$ cat src/rtl/int_res_mem_arbiter.sv
// Round-robin arbiter and access sequencer for the banked intermediate-result memory.
// One requester is served at a time. A double-width access becomes two consecutive
// single-word bank accesses (upper half at addr, lower half at addr+1).
module int_res_mem_arbiter #(
    parameter int NUM_REQ    = 3,
    parameter int NUM_BANKS  = 4,
    parameter int BANK_DEPTH = 14336,
    parameter int ADDR_W     = 16,
    parameter int DATA_W     = 15,
    parameter int BA_W       = 14
) (
    input  logic                                clk_i,
    input  logic                                rst_i,
    input  logic [NUM_REQ-1:0]                  req_i,
    input  logic [NUM_REQ-1:0]                  req_we_i,
    input  logic [NUM_REQ-1:0]                  req_width_i,
    input  logic [NUM_REQ-1:0][ADDR_W-1:0]      req_addr_i,
    input  logic [NUM_REQ-1:0][2*DATA_W-1:0]    req_wdata_i,
    output logic [NUM_REQ-1:0]                  gnt_o,
    output logic [NUM_REQ-1:0]                  rvalid_o,
    output logic [NUM_REQ-1:0]                  done_o,
    output logic [2*DATA_W-1:0]                 rdata_o,
    output logic                                addr_err_o,
    output logic [NUM_BANKS-1:0]                bank_en_o,
    output logic                                bank_we_o,
    output logic [BA_W-1:0]                     bank_addr_o,
    output logic [DATA_W-1:0]                   bank_wdata_o,
    input  logic [NUM_BANKS-1:0][DATA_W-1:0]    bank_rdata_i
);

    localparam int PTR_W  = (NUM_REQ > 1) ? $clog2(NUM_REQ) : 1;
    localparam int BANK_W = (NUM_BANKS > 1) ? $clog2(NUM_BANKS) : 1;
    localparam logic [ADDR_W:0] LIMIT = (ADDR_W+1)'(NUM_BANKS * BANK_DEPTH);

    localparam logic [2:0] S_IDLE   = 3'd0;
    localparam logic [2:0] S_ACC1   = 3'd1;
    localparam logic [2:0] S_ACC2   = 3'd2;
    localparam logic [2:0] S_RDWAIT = 3'd3;
    localparam logic [2:0] S_RESP   = 3'd4;

    // Bank index of a flat address (the address must already be in range).
    function automatic logic [BANK_W-1:0] dec_bank(input logic [ADDR_W:0] a);
        logic [31:0] a32;
        logic [BANK_W-1:0] b_sel;
        a32   = 32'(a);
        b_sel = '0;
        for (int b = 1; b < NUM_BANKS; b++)
            if (a32 >= 32'(b * BANK_DEPTH)) b_sel = BANK_W'(b);
        return b_sel;
    endfunction

    // In-bank word offset for a flat address in the given bank.
    function automatic logic [BA_W-1:0] dec_off(input logic [ADDR_W:0] a, input logic [BANK_W-1:0] b);
        logic [31:0] off;
        off = 32'(a) - 32'(b) * 32'(BANK_DEPTH);
        return off[BA_W-1:0];
    endfunction

    logic [2:0]           state_q, state_d;
    logic [PTR_W-1:0]     ptr_q, wsel_q, win;
    logic                 we_q, dw_q, err_q, found, grant;
    logic [ADDR_W-1:0]    addr_q;
    logic [2*DATA_W-1:0]  wdata_q, rdata_q;
    logic [DATA_W-1:0]    hi_q, lo_rd;
    logic [BANK_W-1:0]    last_bank_q, bank_sel;
    logic [ADDR_W:0]      acc_addr;
    logic                 oor, acc_active;

    // Round-robin search starting one past the last winner.
    always_comb begin
        found = 1'b0;
        win   = ptr_q;
        for (int k = 1; k <= NUM_REQ; k++) begin
            int idx;
            idx = (int'(ptr_q) + k) % NUM_REQ;
            if (!found && req_i[idx]) begin
                found = 1'b1;
                win   = PTR_W'(idx);
            end
        end
        // RESP doubles as an idle cycle so back-to-back grants lose no cycle.
        grant = (state_q == S_IDLE || state_q == S_RESP) && found && !rst_i;
        gnt_o = '0;
        if (grant) gnt_o[win] = 1'b1;
    end

    // Address decode and bank-side drive for the current access cycle.
    always_comb begin
        acc_addr   = (state_q == S_ACC2) ? ({1'b0, addr_q} + 1'b1) : {1'b0, addr_q};
        oor        = ({1'b0, addr_q} >= LIMIT) || (dw_q && (({1'b0, addr_q} + 1'b1) >= LIMIT));
        acc_active = ((state_q == S_ACC1) && !oor) || (state_q == S_ACC2);
        bank_sel   = dec_bank(acc_addr);
        bank_en_o    = '0;
        bank_addr_o  = '0;
        bank_wdata_o = '0;
        bank_we_o    = acc_active && we_q;
        if (acc_active) begin
            bank_en_o[bank_sel] = 1'b1;
            bank_addr_o         = dec_off(acc_addr, bank_sel);
            if (we_q)
                bank_wdata_o = ((state_q == S_ACC1) && dw_q) ? wdata_q[2*DATA_W-1:DATA_W]
                                                             : wdata_q[DATA_W-1:0];
        end
        lo_rd = bank_rdata_i[last_bank_q];
    end

    // Sequencer next state.
    always_comb begin
        state_d = state_q;
        case (state_q)
            S_IDLE, S_RESP: state_d = grant ? S_ACC1 : S_IDLE;
            S_ACC1: begin
                if (oor)        state_d = S_RESP;
                else if (dw_q)  state_d = S_ACC2;
                else if (!we_q) state_d = S_RDWAIT;
                else            state_d = S_RESP;
            end
            S_ACC2:   state_d = we_q ? S_RESP : S_RDWAIT;
            S_RDWAIT: state_d = S_RESP;
            default:  state_d = S_IDLE;
        endcase
    end

    // Response pulses are tied to the RESP state and the captured requester.
    always_comb begin
        rvalid_o = '0;
        done_o   = '0;
        if (state_q == S_RESP) begin
            rvalid_o[wsel_q] = !we_q;
            done_o[wsel_q]   = we_q;
        end
        addr_err_o = (state_q == S_RESP) && err_q;
        rdata_o    = rdata_q;
    end

    // State, request capture and read-data assembly.
    always_ff @(posedge clk_i) begin
        if (rst_i) begin
            state_q     <= S_IDLE;
            ptr_q       <= PTR_W'(NUM_REQ - 1);
            wsel_q      <= '0;
            we_q        <= 1'b0;
            dw_q        <= 1'b0;
            err_q       <= 1'b0;
            addr_q      <= '0;
            wdata_q     <= '0;
            rdata_q     <= '0;
            hi_q        <= '0;
            last_bank_q <= '0;
        end else begin
            state_q <= state_d;
            if (grant) begin
                ptr_q   <= win;
                wsel_q  <= win;
                we_q    <= req_we_i[win];
                dw_q    <= req_width_i[win];
                addr_q  <= req_addr_i[win];
                wdata_q <= req_wdata_i[win];
                err_q   <= 1'b0;
            end
            if (state_q == S_ACC1) begin
                err_q <= oor;
                if (oor && !we_q) rdata_q <= '0;
            end
            if (acc_active) last_bank_q <= bank_sel;
            // Upper half comes back while the second access is on the bus.
            if (state_q == S_ACC2) hi_q <= lo_rd;
            if (state_q == S_RDWAIT)
                rdata_q <= dw_q ? {hi_q, lo_rd} : {{DATA_W{lo_rd[DATA_W-1]}}, lo_rd};
        end
    end

endmodule
$ cat config.mk
export PLATFORM = sky130hd
export DESIGN_NAME = int_res_mem_arbiter
export DESIGN_NICKNAME = d
export VERILOG_FILES = /design/src/rtl/int_res_mem_arbiter.sv
export SDC_FILE = /design/constraint.sdc
export NUM_CORES = 1
export LEC_CHECK = 0
export BUFFER_PORTS_ARGS = -buffer_cell sky130_fd_sc_hd__buf_2
export CAP_MARGIN = 20
export CORE_MARGIN = 2
export CORE_UTILIZATION = 51
export CTS_CLUSTER_SIZE = 30
export DETAILED_ROUTE_END_ITERATION = 12
export GPL_ROUTABILITY_DRIVEN = 0
export PLACE_DENSITY = 0.87
export SLEW_MARGIN = 20
export SYNTH_ARGS = -nofsm -noshare
export SYNTH_HDL_FRONTEND = slang
export SYNTH_SLANG_ARGS = --single-unit
$ cat constraint.sdc
create_clock -name clk_i -period 11.37 [get_ports clk_i]
set_input_delay 1.137 -clock clk_i [delete_from_list [all_inputs] [get_ports clk_i]]
set_output_delay 1.137 -clock clk_i [all_outputs]
set_load 0.02 [all_outputs]
==> results.ini <==
[status]
status = finished clean

[run]
maxCapViolations = 0

[final_layout]
layout-drive-gt1-share_pct = 35.0
syn2layout_area_growth_pct = 29.1
diodes = 0
nets = 1187
final_cell_count_no_fill = 1115

[cts]
cts.sinks = 102
clkSlewWorstSetupHoldPaths_ns = 0.07
cts-hold-fix-buffers = 0
cts_tree = done
clockBufferDepth = 2
root_buffer = clkbuf_16
post_cts_buffers = 0
cts-resized-gates = 0
cts_htree_levels = 3
clk_latency_ns = 0.34
cts_buffers = 9

[route]
drt_wl_total_mm = 17.9
dr.pass1.iters = 7
drtIter0Drc = 498
remaining_drc_errors = 0
ant_nets = 0
wl_per_cell_microns = 16.1
viasPerCell = 5.77
vias = 6438

[synthesis]
yosys_register_bits = 102
synth.area.top_cells = dfxtp_1 (34%), o21ai_0 (6.7%), nand2_1 (6.5%)
synth_ff_type = dfxtp_1
synth_edf_count = 0
synth_top_area_share_pct = 34.1
synth.distinct_cells = 60
netlist_area_sq_um = 5990
yosys.area.top_type = dfxtp_1
yosys_warnings = 0
seq_area_frac_synth_pct = 34.1
ys_async_sr_fraction_pct = 0
synth_nets = 953
syn_avg_cell_area_sq_um = 8.17
netlist_instances = 733

[timing]
clock_skew_ns = 0.00637
relSlewSlack_pct = 30.2
period_needed_ns = 5.63
maxSlewViolCount = 0
hold_viol_final = 0
holdWs_ns = 0.455
post-route-period-util_pct = 49.5
fmaxAchievable_ghz = 0.178
rsz0062_at_grt = false
worst_pin_slew_ns = 1.05
finalSetupTns_ns = 0
setup_violations = 0

[pwr]
leakage_nw = 3.38
ir_drop_mv = 0.242
power_density_nw_per_um2 = 232

[grt]
grt_usage_pct = 27.0
antenna_found_initial = 0
grt_start_max_net_pins = 79
grt_pass1_wl_mm = 28.2
grt_pass1_vias = 5913
gr-total-overflow = 0

[floorplan]
die_w_microns = 112
rows = 39
die_area_sq_um = 12600
coreArea_sq_um = 11400
die-height_microns = 112
io_pins = 283
start_util_pct = 52.5

[worst_setup_path]
r2r-end = wdata_q[9]
end_kind = output pin
crit_required_ns = 10.23
rr_worst_depth = 9
crit_start = state_q[1]
cp.arrival_ns = 4.49
critPathLaunchType = flip-flop
cp-endpoint = bank_addr_o[13]
regToRegSetupSlack_ns = 7.47
worstPathMaxFanout = 27
r2r-start = ptr_q[0]
worstSetupPathType = flip-flop to output pin

[placement]
dp_hpwl_mm = 13.5
dp.cells = 1098
port_buffers = 282

[hold_path]
min_path_type = flip-flop to flip-flop

[layout make-up]
cell class,count,area [sq um]
fill,1004,3690
multi-input combinational,549,3660
sequential,102,2040
timing repair buffer,289,1480
clock buffer,10,239
tap,143,179
clock inverter,6,70.1
inverter,16,60.1
[per-layer routing]
metal | wire, microns | track usage (%) | vias to the layer above
met4 | 314 | 7.64 | 0
met5 | 0 | 0 | -
met2 | 8830 | 47.6 | 289
li1 | - | - | 3159
met3 | 1380 | 4.43 | 27
met1 | 7420 | 34.3 | 2963
[per-stage QoR]
| stage | setup slack (ns) | area, sq um | total power [W] | utilization [%] |
|---|---|---|---|---|
| 3_3_place_gp | 6.25 | 7390 | 0.00143 | 64.7 |
| 6_report | 5.74 | 7730 | 0.00179 | 67.7 |
| 2_1_floorplan | 6.59 | 5990 | 0.00122 | - |
| 3_5_place_dp | 6.12 | 7390 | 0.00146 | 64.7 |
| 5_1_grt | 5.45 | 7730 | 0.00193 | 67.7 |
| 4_1_cts | 5.73 | 7700 | 0.00178 | 67.4 |
[layout by cell type (no fill, tap or decap), types with 3 or more instances in the layout]
master / n
buf_2: 282
inv_1: 16
and2_1: 9
nand2_1: 103
a221o_1: 19
nor2_1: 21
mux4_2: 15
a21oi_1: 52
xor2_1: 4
dfxtp_1: 102
o2bb2ai_1: 16
nor3_1: 31
nand2b_1: 4
nand3b_1: 3
clkbuf_16: 9
nor2b_1: 32
nand3_1: 10
o21a_1: 3
nand4_1: 6
a21o_1: 5
or2_2: 6
and3_1: 4
a222oi_1: 3
a211oi_1: 31
mux2i_1: 20
a22o_1: 18
buf_4: 6
o21ai_0: 80
ha_1: 10
[where the power goes]
group | total, W | leakage [nW] | internal, W | switching [W]
combinational | 0.000932 | 2.40 | 0.000363 | 0.000569
sequential | 0.000544 | 0.834 | 0.000448 | 0.0000963
clock | 0.000316 | 0.147 | 0.000178 | 0.000138
total | 0.00179 | 3.38 | 0.000989 | 0.000803
[how the worst min path moves through the flow]
stage | start | end | cells after the start
2_1_floorplan | wdata_q[0] | wdata_q[0] | 2
3_3_place_gp | wdata_q[13] | wdata_q[13] | 2
3_5_place_dp | rdata_o[17] | rdata_o[17] | 1
4_1_cts | hi_q[13] | hi_q[13] | 2
5_1_grt | rdata_o[17] | rdata_o[17] | 1
6_report | wdata_q[28] | wdata_q[28] | 2
[synth_stat cells, types with 3 or more instances]
master,n
a21o_1,5
nor2_1,22
and3_1,4
o21a_1,3
a211oi_1,31
a22o_1,18
nand2_1,103
nor2b_1,33
and2_1,9
mux2i_1,20
a31oi_1,3
nand3_1,10
xor2_1,4
nor3_1,31
or2_2,6
clkbuf_1,57
a21oi_1,52
o21ai_0,80
o2bb2ai_1,16
a221o_1,19
ha_1,10
nand3b_1,3
nand4_1,6
dfxtp_1,102
a222oi_1,3
nand2b_1,4
mux4_2,15
buf_1,3
inv_1,16
nor3b_1,3
buf_2,4
[state kept, by name, indices dropped and copies added, names as in the netlist]
signal	flops
rdata_o	30
wdata_q	30
addr_q	16
hi_q	15
state_q	3
last_bank_q	2
ptr_q	2
dw_q	1
err_q	1
we_q	1
wsel_q	1
[critical path, stage by stage (launching register included)]
cell and delay, ns:
dfxtp_1 0.42, or3b_1 0.76, or4_4 0.69, or3_1 0.39
and2_4 0.18, a211oi_2 0.25, nand2_1 0.15, ha_1 0.32
fa_1 0.40, xor2_1 0.18, xnor2_1 0.14, nor2_1 0.09
buf_2 0.17
[logic make-up (layout without fill, tap and decap cells)]
logic type	Yosys count	count (layout)	synth area share, %
xor+xnor	6	6	0.877
compound gates	249	249	27.7
buf+inv	82	321	5.47
fa+ha+maj	11	11	2.42
simple gates	246	246	20.1
mux	37	37	9.36
flops	102	102	34.1
No activity file was read; power rests on OpenSTA's default activity.
